### src/rtl/chacha_qr_core.sv
// chacha_qr_core
// Iterative ChaCha20 quarter-round engine. An operand (a,b,c,d) is accepted
// over a valid/ready handshake, one ARX step is applied per clock for
// 4*REPEAT clocks, and the result is held on a valid/ready output until the
// downstream consumes it.
//
// Ports:
//   clk                 system clock, all state changes on the rising edge
//   rst                 synchronous active-high reset
//   in_valid/in_ready   operand handshake (in_ready high only while idle)
//   in_a..in_d          operand words
//   out_valid/out_ready result handshake (out_valid high only while done)
//   out_a..out_d        result words, driven straight from the state registers
//   busy                high while the ARX steps are running
module chacha_qr_core #(
  parameter int REPEAT = 1
) (
  input  logic        clk,
  input  logic        rst,
  input  logic        in_valid,
  output logic        in_ready,
  input  logic [31:0] in_a,
  input  logic [31:0] in_b,
  input  logic [31:0] in_c,
  input  logic [31:0] in_d,
  output logic        out_valid,
  input  logic        out_ready,
  output logic [31:0] out_a,
  output logic [31:0] out_b,
  output logic [31:0] out_c,
  output logic [31:0] out_d,
  output logic        busy
);

  localparam int STEPS = 4 * REPEAT;
  // The low two counter bits select the step, so the counter never shrinks
  // below two bits even when a single quarter-round is configured.
  localparam int CW = ($clog2(STEPS) < 2) ? 2 : $clog2(STEPS);
  localparam logic [CW-1:0] LAST_STEP = CW'(STEPS - 1);

  typedef enum logic [1:0] {
    IDLE = 2'd0,
    RUN  = 2'd1,
    DONE = 2'd2
  } state_t;

  state_t        state, state_next;
  logic [CW-1:0] count, count_next;
  logic [31:0]   a, b, c, d;
  logic [31:0]   a_next, b_next, c_next, d_next;

  // Each step either updates (a,d) or (c,b); the XOR uses the freshly summed
  // word from the same step, so sum and mix are formed side by side here.
  logic [31:0] sum_ab, sum_cd, mix_d, mix_b;

  assign sum_ab = a + b;
  assign sum_cd = c + d;
  assign mix_d  = d ^ sum_ab;
  assign mix_b  = b ^ sum_cd;

  always_ff @(posedge clk) begin
    if (rst) begin
      state <= IDLE;
      count <= '0;
      a     <= '0;
      b     <= '0;
      c     <= '0;
      d     <= '0;
    end else begin
      state <= state_next;
      count <= count_next;
      a     <= a_next;
      b     <= b_next;
      c     <= c_next;
      d     <= d_next;
    end
  end

  always_comb begin
    state_next = state;
    count_next = count;
    a_next     = a;
    b_next     = b;
    c_next     = c;
    d_next     = d;

    case (state)
      IDLE: begin
        if (in_valid) begin
          a_next     = in_a;
          b_next     = in_b;
          c_next     = in_c;
          d_next     = in_d;
          count_next = '0;
          state_next = RUN;
        end
      end

      RUN: begin
        // Rotations are fixed per step, so they are plain bit rewirings.
        case (count[1:0])
          2'd0: begin
            a_next = sum_ab;
            d_next = {mix_d[15:0], mix_d[31:16]};
          end
          2'd1: begin
            c_next = sum_cd;
            b_next = {mix_b[19:0], mix_b[31:20]};
          end
          2'd2: begin
            a_next = sum_ab;
            d_next = {mix_d[23:0], mix_d[31:24]};
          end
          default: begin
            c_next = sum_cd;
            b_next = {mix_b[24:0], mix_b[31:25]};
          end
        endcase
        count_next = count + 1'b1;
        if (count == LAST_STEP) begin
          state_next = DONE;
        end
      end

      DONE: begin
        // No bypass: retiring the result always passes through IDLE first.
        if (out_ready) begin
          state_next = IDLE;
        end
      end

      default: begin
        state_next = IDLE;
      end
    endcase
  end

  assign in_ready  = (state == IDLE);
  assign busy      = (state == RUN);
  assign out_valid = (state == DONE);
  assign out_a     = a;
  assign out_b     = b;
  assign out_c     = c;
  assign out_d     = d;

endmodule

### config.mk
export PLATFORM = sky130hd
export DESIGN_NAME = chacha_qr_core
export DESIGN_NICKNAME = d
export VERILOG_FILES = /design/src/rtl/chacha_qr_core.sv
export SDC_FILE = /design/constraint.sdc
export NUM_CORES = 1
export LEC_CHECK = 0
export CAP_MARGIN = 15
export CORE_AREA = 8 8 162 164
export DETAILED_ROUTE_END_ITERATION = 6
export DIE_AREA = 0 0 170 172
export PLACE_DENSITY = 0.79
export SETUP_SLACK_MARGIN = 0.15
export SLEW_MARGIN = 30
export SYNTH_ARGS = -nofsm -noshare
export SYNTH_HDL_FRONTEND = slang
export SYNTH_SLANG_ARGS = --single-unit
### constraint.sdc
create_clock -name clk -period 2.9 [get_ports clk]
set_input_delay 0.58 -clock clk [delete_from_list [all_inputs] [get_ports clk]]
set_output_delay 0.58 -clock clk [all_outputs]
set_load 0.02 [all_outputs]
Word level (Yosys, flattened, before mapping) --
Cells that the tools add are included.
Storage, ports and cells: bits in registers 132, latch bits 0, memory bits (writable) 0, ROM bits 0, output and inout port bits 131, memories 0
Cells by class: add/subtract/negate cells 3, $mul 0, divide/modulo/power cells 0, $lt $le $gt $ge 0, equal/unequal tests 11, shifts and indexed selects 0, muxes and demuxes 18, bitwise gates (word level) 2, reduce and logical (&&, ||, !) cells 9
Operators with widths (number):
- $pmux 32 s2 | 6
- $mux 32 | 6
- $add 32x32->32 | 2
- $xor 32x32->32 | 2
- $reduce_and 3->1 | 4
- $mux 2 | 4
- $eq 2x2->1 const B | 3
- $ne 2x2->1 const B | 3
- $pmux 2 s3 | 1
- $eq 2x1->1 const B | 2
- $logic_not 2->1 | 2
- $ne 2x1->1 const B | 2
- $pmux 2 s2 | 1
- $ne 3x1->1 const B | 1
- $add 2x1->2 const B | 1
- $reduce_and 2->1 | 1
- $reduce_bool 2->1 | 1
- $reduce_or 2->1 | 1

Depth between registers and ports, before layout --
depth in word-level cells 4, gate-level depth with buffers 12

Worst setup path before layout --
No wires, ideal clock.
kind flip-flop to flip-flop, start register b[0] (netlist: out_b[0]), end register d[18] (netlist: out_d[18]), setup time 0.134 ns, data arrival time 2.925 ns, path slack -0.159 ns, cell stages (with the launch flop) 12, path buffers 0, cells stage by stage dfxtp_1 ha_1 fa_1 a211oi_1 nor2_1 o21a_1 o41a_1 a21o_1 a21oi_2 xnor3_1 a2111oi_0 nor4_1
On the way: cells in the longest elaborated chain, start to end 4
Ends and longest elaborated chain:
- start, declared | line 49 | logic [31:0] a, b, c, d;
- start signal, assigned | line 73 | b <= b_next;
- $add 32x32->32 | line 56 | assign sum_ab = a + b;
- $xor 32x32->32 | line 58 | assign mix_d = d ^ sum_ab;
- $pmux 32 s2 | line 101 | case (count[1:0])
- $pmux 32 s2 | line 87 | case (state)
- end signal, assigned | line 75 | d <= d_next;
- end, declared | line 49
Every way passes these cells. A chain may end at the register's enable or synchronous reset.

Worst setup path in the final report --
start register b[0] (netlist: out_b[0]), end register d[2] (netlist: out_d[2])
Same word-level chain as after synthesis.

==> results.md <==
- Status: finished with violations
- Failing checks: setup timing
- Initial antenna violation count: 1
- I/O pin total: roughly 260
- Worst R2R End: out_d[2]$_SDFFE_PP0P_
- Seq/Total Area, Yosys: 24.8%
- Worst-Margin Slew: just under 0.7 ns
- Post-DR wirelength/cell: about 25 um
- Hold path startpoint: out_a[31]$_SDFFE_PP0P_
- Post-layout nets: 2091
- Clock share of power: 22.3%
- Final WL: 55700 um
- Core area: 23800 sq um
- CP max FO: 3
- Filler cell count: 1862
- Worst-path clk slew: around 0.07 ns
- Lkg Pwr: 7.27 nW
- Launch point of the worst reg-to-reg path: out_b[0]$_SDFFE_PP0P_
- HP Class: register to register
- Final hold vios: 0
- RSZ-0062 raised after global routing: true
- Fin Clk Skew: about 0.012 ns
- ANT nets after route: 0
- Switching part of the total: 41.2%
- #FFs+latches synth: ~130
- Root Driver: clkbuf_16
- Row cnt: 57
- First DRT Iteration DRCs: 1552
- Critical path class: register to register
- PwrDens: 580 nW/um^2
- Die height: approximately 170 um
- H-tree Lvls: 4
- DRC violations left: 0
- GPL Wtd Cong: between 1 and 1.5
- Share of the synthesized area in the top cell type: 24.8%
- Largest area contributor in the netlist: dfxtp_1
- Fmax: 312 MHz
- Total placed cells including tap cells: 2141
- CTS buffer count: 17
- Total number of vias: roughly 14000
- Sequential Power Share: 22.8%
- Internal Power: 0.00599 W
- Register area: 2690 sq um
- Sw power: 0.00419 W
- Largest net degree at the start of global routing: 48
- Worst IR Drop VDD: 0.377 mV
- All-Layer GR Usage: 36.2%
- First-pass DRT Iterations: 7
- Mean cell area of the mapped netlist: 7.57 sq um
- Cts hold-fix bufs: 0
- Synth cell count leaders: 184 x nand2_1, 153 x a21oi_1, 138 x nor2_1
- Clock sinks: 132
- Initial Utilization: 44.7%
- Endpoint class of the critical path: register
- Arr. time, crit path: between 3 and 4 ns
- Flop2flop setup slack: -0.30 ns
- Worst Reg2Reg Path Length in Cells: 12
- EDFF count, synth: 0
- Comb pwr share: 55.0%
- Area grow syn2layout: 64.8%
- Dpl hpwl: 43400 um
- Startpoint types: register
- Hold EP: out_a[31]$_SDFFE_PP0P_
- Most frequent cell after synthesis: nand2_1
- Synth area leaders: dfxtp_1 25%, ha_1 7.8%, a21oi_1 7.2%
- Slew Viols, Final: 0
- Fin worst setup slack: -0.300 ns
- Later-pin clock latency in the skew report: 0.44 ns
- Non-Filler Instances: approximately 2200
- Diode count: 0
- Setup Viol. Count Final: 21
- Clock Path Buffers: 2
- Die width: 170 um
- Final core occ: 73.7%
- Syn_nets: between 1500 and 2000
- Worst Path Required: 3.18 ns
- Fin crit share: 110%
- Worst Hold Path Cells: 2
- Post-synthesis cell area: 10600 sq um
- Synth Instances: 1406
- Final Critical Period: 3.20 ns
- First-pass GRT wire length: 79900 um
- Number of max-cap violations: 0
- Slew headroom: 54.6%
- Netlist cell types: between 90 and 100
- Total global routing overflow: 0
- Vias in the first global route: 13000
- Yosys warnings: 0
- Multi-input gate area: ~8700 sq um
- Layout cells sized above 1: 29.3%
- CTS tree: yes
- Post-synth top flop: dfxtp_1
- IO buf count: 262
- Die area: 29200 sq um
- Asr flop ratio synth: 0%
- Vias per cell: 6.07
## cells by family (layout without fill, tap and decap cells)
kind of cell	Yosys count	after routing	share of synthesized area, %
compound gates	499	499	30.8
xor+xnor	118	118	11.2
fa+ha+maj	68	68	8.13
buf+inv	117	615	4.79
flops	132	132	24.8
mux	10	10	0.952
simple gates	462	462	19.3
## sequential cells by signal (all words and copies together), names as in the netlist
register,flops
state,2
out_c,32
out_d,32
out_b,32
count,2
out_a,32
## critical path: stages (launching register included)
cell	delay, ns
dfxtp_4	0.35
ha_4	0.17
fa_2	0.35
a211oi_2	0.25
o21ai_2	0.10
a311oi_4	0.37
o21ai_2	0.12
a21oi_2	0.20
xor2_2	0.10
buf_4	0.15
xor2_2	0.15
and2_4	0.17
o41ai_4	0.54
## layout make-up
class / instances / area share, %
flip-flops and latches: 132 / 15.3
repair buffers: 565 / 28.8
clock inverters: 13 / 0.841
inverters: 18 / 0.385
well taps: 324 / 2.31
multi-input cells: 1157 / 49.8
clock buffers: 19 / 2.52
## through the flow
stage	hold WS [ns]	power, W	area [sq um]	setup TNS [ns]	setup slack [ns]
floorplan	0.504	0.00466	10700	0	0.0727
global placement	0.470	0.00690	15300	-3.10	-0.835
detailed placement	0.495	0.00692	15300	-3.17	-0.488
CTS	0.503	0.00956	16700	-2.16	-0.272
global route	0.528	0.0105	17500	-5.50	-0.384
finish	0.500	0.0102	17500	-3.43	-0.300
## cells in the final DEF (no fill, tap or decap), types with 9 or more instances in the layout
| cell | synthesis | final |
|---|---|---|
| xnor2_1 | 68 | 43 |
| xor2_1 | 38 | 25 |
| buf_6 | 0 | 24 |
| ha_4 | 0 | 21 |
| a21o_1 | 23 | 23 |
| o211ai_1 | 21 | 21 |
| clkdlybuf4s50_1 | 0 | 261 |
| nor3_1 | 32 | 29 |
| dfxtp_2 | 0 | 22 |
| xor2_2 | 1 | 12 |
| inv_1 | 15 | 15 |
| o21ai_2 | 3 | 9 |
| a21oi_1 | 153 | 129 |
| nand2_1 | 184 | 179 |
| a31oi_1 | 19 | 15 |
| dfxtp_1 | 132 | 105 |
| nor2_1 | 138 | 131 |
| clkbuf_16 | 0 | 17 |
| o21ai_1 | 9 | 22 |
| and2_1 | 12 | 9 |
| a311oi_1 | 36 | 35 |
| a211oi_1 | 17 | 10 |
| buf_4 | 1 | 273 |
| and3_1 | 19 | 19 |
| a21oi_2 | 4 | 25 |
| nand3_1 | 23 | 22 |
| xnor2_2 | 0 | 19 |
| ha_1 | 66 | 43 |
| o21ai_0 | 108 | 86 |
| nand4_1 | 9 | 9 |
## routing by layer
layer / track usage, % / up-vias / share of wire, %
met2: 57.1 / 864 / 44
li1: - / 6111 / -
met4: 21.8 / 2 / 7.0
met3: 8.24 / 193 / 10
met1: 44.7 / 6360 / 39
met5: 0 / - / 0.023
## timing repair
action                                  4_1_cts  5_1_grt
pin swaps                                    71       79
resized for setup                           117      135
endpoints found under the setup margin       55       78
setup buffers                                27       28
## power groups by stage
| stage | sequential (W) | clock [W] | combinational [W] |
|---|---|---|---|
| detailed placement | 0.00231 | 0 | 0.00461 |
| floorplan | 0.00252 | 0 | 0.00215 |
| global route | 0.00233 | 0.00235 | 0.00585 |
| global placement | 0.00231 | 0 | 0.00460 |
| CTS | 0.00229 | 0.00227 | 0.00500 |
| finish | 0.00232 | 0.00227 | 0.00560 |
## worst max-delay path by stage
stage | startpoint | end | slack (ns)
finish | out_b[0]$_SDFFE_PP0P_ | out_d[2]$_SDFFE_PP0P_ | -0.30
global route | out_a[5]$_SDFFE_PP0P_ | out_d[4]$_SDFFE_PP0P_ | -0.38
CTS | out_b[0]$_SDFFE_PP0P_ | out_d[2]$_SDFFE_PP0P_ | -0.27
detailed placement | out_b[3]$_SDFFE_PP0P_ | out_d[7]$_SDFFE_PP0P_ | -0.49
global placement | out_b[6]$_SDFFE_PP0P_ | out_d[2]$_SDFFE_PP0P_ | -0.83
floorplan | out_b[0]$_SDFFE_PP0P_ | out_d[18]$_SDFFE_PP0P_ | 0.07
No activity file was read; power rests on OpenSTA's default activity.
